===== src/rtl/flag_branch_resolver.sv =====
// Branch resolver: reads the 3-bit flag register (Z,V,N), merges same-cycle flag writes,
// evaluates the branch condition and returns a registered taken/target/flush result.
// Optional BRANCH_STATS_EN adds saturating stat_total/stat_taken counters.
module flag_branch_resolver #(
   parameter int ADDR_W   = 16,
   parameter int IMM_W    = 9,
   parameter int MAX_WAIT = 15
) (
   input  logic                    clk,
   input  logic                    rst,
   input  logic                    br_valid,
   output logic                    br_ready,
   input  logic [2:0]              br_cond,
   input  logic                    br_is_reg,
   input  logic [ADDR_W-1:0]       pc_plus2,
   input  logic signed [IMM_W-1:0] br_imm,
   input  logic [ADDR_W-1:0]       reg_target,
   output logic                    flag_read_en,
   input  logic [2:0]              flags_in,
   input  logic [2:0]              alu_flag_we,
   input  logic [2:0]              alu_flag_d,
   input  logic                    flag_busy,
   output logic                    br_done,
   output logic                    br_taken,
   output logic [ADDR_W-1:0]       br_target,
   output logic                    flush,
   output logic                    wait_timeout
`ifdef BRANCH_STATS_EN
   ,
   output logic [15:0]             stat_total,
   output logic [15:0]             stat_taken
`endif
);

   localparam int CNT_W = $clog2(MAX_WAIT + 1);

   typedef enum logic [1:0] {
      IDLE = 2'd0,
      READ = 2'd1,
      RESP = 2'd2
   } state_t;

   state_t state, state_nxt;

   logic [2:0]              cond_p0;
   logic                    is_reg_p0;
   logic [ADDR_W-1:0]       pc_p0;
   logic signed [IMM_W-1:0] imm_p0;
   logic [ADDR_W-1:0]       reg_tgt_p0;

   logic                    taken_p1;
   logic [ADDR_W-1:0]       target_p1;

   logic [CNT_W-1:0]        wait_cnt;
   logic                    timeout_q;

   logic                    at_limit;
   logic [2:0]              merged_flags;
   logic                    resolved_taken;
   logic [ADDR_W-1:0]       resolved_target;

   // Bitline value with any flag write landing this cycle taking priority.
   function automatic logic [2:0] merge_flags(input logic [2:0] flags,
                                              input logic [2:0] we,
                                              input logic [2:0] d);
      logic [2:0] m;
      for (int i = 0; i < 3; i++) begin
         m[i] = we[i] ? d[i] : flags[i];
      end
      return m;
   endfunction

   // Flag order is {Z, V, N}.
   function automatic logic cond_met(input logic [2:0] cond, input logic [2:0] f);
      logic z, v, n;
      z = f[2];
      v = f[1];
      n = f[0];
      case (cond)
         3'b000:  return !z;
         3'b001:  return z;
         3'b010:  return !z && !n;
         3'b011:  return n;
         3'b100:  return z || (!z && !n);
         3'b101:  return n || z;
         3'b110:  return v;
         default: return 1'b1;
      endcase
   endfunction

   // Halfword offset: sign-extend, scale by two, wrap modulo 2^ADDR_W.
   function automatic logic [ADDR_W-1:0] rel_target(input logic [ADDR_W-1:0] pc,
                                                     input logic signed [IMM_W-1:0] imm);
      logic signed [ADDR_W-1:0] ext;
      ext = {{(ADDR_W - IMM_W){imm[IMM_W-1]}}, imm};
      return pc + {ext[ADDR_W-2:0], 1'b0};
   endfunction

   assign at_limit        = flag_busy && (wait_cnt == CNT_W'(MAX_WAIT - 1));
   assign merged_flags    = merge_flags(flags_in, alu_flag_we, alu_flag_d);
   assign resolved_taken  = cond_met(cond_p0, merged_flags);
   assign resolved_target = !resolved_taken ? pc_p0 :
                            is_reg_p0       ? reg_tgt_p0 :
                                              rel_target(pc_p0, imm_p0);

   always_ff @(posedge clk or posedge rst) begin
      if (rst) begin
         state <= IDLE;
      end else begin
         state <= state_nxt;
      end
   end

   always_comb begin
      state_nxt = state;
      case (state)
         IDLE:    if (br_valid) state_nxt = READ;
         READ:    if (!flag_busy || at_limit) state_nxt = RESP;
         RESP:    state_nxt = IDLE;
         default: state_nxt = IDLE;
      endcase
   end

   always_comb begin
      br_ready     = (state == IDLE);
      flag_read_en = (state == READ);
      br_done      = (state == RESP);
      br_taken     = br_done && taken_p1;
      flush        = br_done && taken_p1;
      br_target    = br_done ? target_p1 : '0;
   end

   assign wait_timeout = timeout_q;

   // Stage p0: request capture at accept.
   always_ff @(posedge clk or posedge rst) begin
      if (rst) begin
         cond_p0    <= '0;
         is_reg_p0  <= 1'b0;
         pc_p0      <= '0;
         imm_p0     <= '0;
         reg_tgt_p0 <= '0;
      end else if (state == IDLE && br_valid) begin
         cond_p0    <= br_cond;
         is_reg_p0  <= br_is_reg;
         pc_p0      <= pc_plus2;
         imm_p0     <= br_imm;
         reg_tgt_p0 <= reg_target;
      end
   end

   // Stage p1: resolution while reading flags, or forced not-taken on timeout.
   always_ff @(posedge clk or posedge rst) begin
      if (rst) begin
         taken_p1  <= 1'b0;
         target_p1 <= '0;
         wait_cnt  <= '0;
         timeout_q <= 1'b0;
      end else if (state == READ) begin
         if (at_limit) begin
            taken_p1  <= 1'b0;
            target_p1 <= pc_p0;
            wait_cnt  <= '0;
            timeout_q <= 1'b1;
         end else if (flag_busy) begin
            wait_cnt <= wait_cnt + 1'b1;
         end else begin
            taken_p1  <= resolved_taken;
            target_p1 <= resolved_target;
            wait_cnt  <= '0;
         end
      end
   end

`ifdef BRANCH_STATS_EN
   always_ff @(posedge clk or posedge rst) begin
      if (rst) begin
         stat_total <= '0;
         stat_taken <= '0;
      end else if (state == RESP) begin
         if (stat_total != 16'hFFFF) stat_total <= stat_total + 16'd1;
         if (taken_p1 && stat_taken != 16'hFFFF) stat_taken <= stat_taken + 16'd1;
      end
   end
`endif

endmodule

===== config.mk =====
export PLATFORM = sky130hd
export DESIGN_NAME = flag_branch_resolver
export DESIGN_NICKNAME = d
export VERILOG_FILES = /design/src/rtl/flag_branch_resolver.sv
export SDC_FILE = /design/constraint.sdc
export NUM_CORES = 1
export LEC_CHECK = 0
export CAP_MARGIN = 20
export CELL_PAD_IN_SITES_DETAIL_PLACEMENT = 1
export CELL_PAD_IN_SITES_GLOBAL_PLACEMENT = 1
export CORE_UTILIZATION = 43
export CTS_CLUSTER_DIAMETER = 40
export DETAILED_ROUTE_END_ITERATION = 8
export MAX_ROUTING_LAYER = met4
export PLACE_DENSITY = 0.89
export SYNTH_ARGS = -nofsm -noshare
export SYNTH_HDL_FRONTEND = slang
export SYNTH_SLANG_ARGS = --single-unit

===== constraint.sdc =====
create_clock -name clk -period 5.8 [get_ports clk]
set_input_delay 1.16 -clock clk [delete_from_list [all_inputs] [get_ports clk]]
set_output_delay 1.16 -clock clk [all_outputs]
set_load 0.01 [all_outputs]

==> results.json <==
{
  "outcome": "finished, violations left",
  "failing_checks": "design-rule violations",
  "layout.nets": 533,
  "ys_types": 58,
  "number_of_slew_limit_violations_in_the_final_report": 0,
  "via_count_of_the_routed_design": 3284,
  "via_per_inst": 5.75,
  "postPlaceCellArea_sq_um": 4810,
  "worst_slack_ns": 2.45,
  "worst-slew-pin-transition_ns": 1.03,
  "htree_num_levels": 3,
  "synth.most_common_cell": "dfrtp_1",
  "floorplan.initialDensity": 0.448,
  "setup_violations": 0,
  "hold_viol": 0,
  "proportion_of_register_bits_with_asynchronous_set_or_reset_after_synthesis": 1.00,
  "postCtsSetupBuffers": 0,
  "synth_area_leader_cell": "dfrtp_1",
  "cts_max_path_buffers": 2,
  "cts_inserted_buffers": 9,
  "wl_per_cell_microns": 19.0,
  "largest_net_degree_at_the_start_of_global_routing": 54,
  "synth_area_sq_um": 3950,
  "route.antenna.remaining_nets": 0,
  "busiest_layer": "met2",
  "syn_to_final_growth_pct": 27.5,
  "cp_slowest_stage_delay_ns": 0.65,
  "crit_chain": "clkdlybuf4s50_1 -> nand2_1 -> nand2_1 -> inv_1 -> and3_1 -> a221o_1",
  "drc": 4,
  "endpoint_kind": "flip-flop",
  "critPathMostFrequentCell": "nand2_1",
  "yosysSeqAreaShare": 0.438,
  "syn_nets": 456,
  "postCtsHoldBufs": 0,
  "ratio_of_cells_with_drive_above_1_in_the_final_layout": 0.164,
  "setup_tns_ns": 0,
  "peakVddDrop_uv": 241,
  "avgSynthCellArea_sq_um": 10.4,
  "synth-warning-count": 0,
  "unrepaired_setup_endpoints_after_global_routing": "false",
  "final_design_area_no_fill_sq_um": 5030,
  "synth_edf_count": 0,
  "worst_skew_pair.late_latency_ns": 0.35,
  "cts.sinks": 69,
  "fmax_mhz": 299,
  "firstDrtPassIters": 6,
  "power_density_nw_per_um2": 567,
  "worstSetupPathType": "primary input to flip-flop",
  "timing.final.crit_share": 0.577,
  "io_buffers": 79,
  "synth_top_cell_area_share": 0.438,
  "clk_transition_reported_paths_ns": 0.07,
  "residual_overflow_from_global_routing": 0,
  "synth_top_cells_by_count": "dfrtp_1, mux2_2, nand2_1",
  "global_route_wire_length_before_repair_microns": 17800,
  "cts_root_buf": "clkbuf_8",
  "timing.clock.skew_ns": 0.00962,
  "placement_rows": 34,
  "place_congestion": 0.931,
  "cp_max_fo": 25,
  "grt_use_met1": 0.273,
  "groute.layer.met2.usage": 0.440,
  "worst_setup_path_start_kind": "primary input",
  "worst-endpoint-required_ns": 6.03,
  "leakage_nw": 2.12,
  "ioPinCount": 80,
  "globalRouteMet3Util": 0.0379,
  "initial_antenna_violation_count": 0,
  "antennaDiodeCount": 0,
  "drt-total-wl_microns": 10800,
  "drt_iter0_drc": 180,
  "synthesis.instances": 381,
  "tritoncts": "yes",
  "place_worst_setup_slack_ns": 2.08,
  "floorplan.core_area_sq_um": 8810,
  "die_area_sq_um": 9560,
  "ys_seq_elements": 69,
  "synth_ff_type": "dfrtp_1",
  "dpl.hpwl_microns": 7730,
  "vias_in_the_first_global_route": 3552,
  "gr-usage-all-layers": 0.245,
  "cp_slowest_cell": "nand2_1",
  "die-height_microns": 97.8,
  "fin_crit_ns": 3.35,
  "path_category_of_the_worst_min_delay_check": "flip-flop to flip-flop",
  "floorplan.die.width_microns": 97.8,
  "timing.slew.headroom": 0.311,
  "max_cap_violation_count": 0,
  "worst_ep_arrival_time_ns": 3.57,
  "post_cts_resized": 0,
  "netlist_top_cells_area": "dfrtp_1, mux2_2, ha_1"
}
==> final timing paths <==
path	startpoint	end	slack, ns	cells after the start
worst max-delay path	flag_busy	target_p1[9]	2.45	6
worst min-delay path	wait_timeout	wait_timeout	0.48	1
worst max register to register	wait_cnt[0]	target_p1[9]	2.98	8
worst min register to register	wait_timeout	wait_timeout	0.48	1
max in group asynchronous	rst	reg_tgt_p0[8]	3.70	3
min in group asynchronous	rst	imm_p0[3]	1.10	2
==> through the flow <==
step                      utilization  instances  hold slack (ns)  total power, W
after global routing            0.571        571            0.507         0.00306
final                           0.571        571            0.484         0.00285
after detailed placement        0.546        553            0.470         0.00241
after global placement          0.546        553            0.454         0.00230
after floorplan                     -        381            0.438         0.00198
after CTS                       0.568        569            0.486         0.00284
==> per-layer routing <==
metal	up-vias	wire [microns]
li1	1536	-
met1	1640	4380
met2	81	5860
met3	27	329
met4	0	278
met5	-	0
==> where the power goes <==
part           leakage, nW  internal, W  switching (W)
combinational         1.20     0.000711       0.000835
sequential           0.825     0.000703       0.000203
clock               0.0964     0.000209       0.000190
==> flip-flops by register name, indices dropped and copies added (netlist names) <==
signal	cells
cond_p0	3
state	2
wait_cnt	4
imm_p0	9
reg_tgt_p0	16
target_p1	16
wait_timeout	1
pc_p0	16
taken_p1	1
is_reg_p0	1
==> worst max-delay path, delay by kind of cell <==
family                 cells  cell delay, ns
AND/OR/NAND/NOR            3            1.10
buffers and inverters      2            1.01
AO/OA/AOI/OAI              1            0.28
==> area by class of cell <==
class | count | area, sq um
Inverter | 13 | 48.8
Multi-Input combinational cell | 282 | 2090
Sequential cell | 69 | 1730
Clock buffer | 12 | 145
Timing Repair Buffer | 83 | 833
Fill cell | 968 | 3780
Clock inverter | 4 | 47.5
Tap cell | 108 | 135
==> layout by cell type (no fill, tap or decap), types with 3 or more instances in the layout <==
master	Yosys	final
a31oi_1	9	9
nor2b_1	8	8
clkdlybuf4s50_1	0	79
dfrtp_1	69	69
buf_4	2	3
and2_1	20	19
o21a_1	5	5
nand4_1	3	3
o31ai_1	7	7
o21ai_1	5	5
clkbuf_8	0	10
mux2_2	43	43
mux2i_1	9	9
a211oi_1	5	5
nand2_1	34	34
xor2_1	3	3
nand3_1	6	6
o211ai_1	3	3
o21ai_0	21	21
inv_1	12	11
a21oi_1	13	13
nor3_1	4	4
o2bb2ai_1	3	3
nand2b_1	3	3
a21o_1	7	7
or3_1	4	4
nor2_1	15	15
ha_1	16	16
==> logic make-up (layout without fill, tap and decap cells) <==
group | Yosys count | after routing | synth area share
and+or+nand+nor | 111 | 111 | 0.145
AOI/OAI and AO/OA | 97 | 97 | 0.170
DFF | 69 | 69 | 0.438
muxes | 54 | 54 | 0.153
buffers and inverters | 30 | 112 | 0.0323
adders and majority gates | 17 | 17 | 0.0558
xor gates and xnor gates | 3 | 3 | 0.00666
No activity file was read; power rests on OpenSTA's default activity.
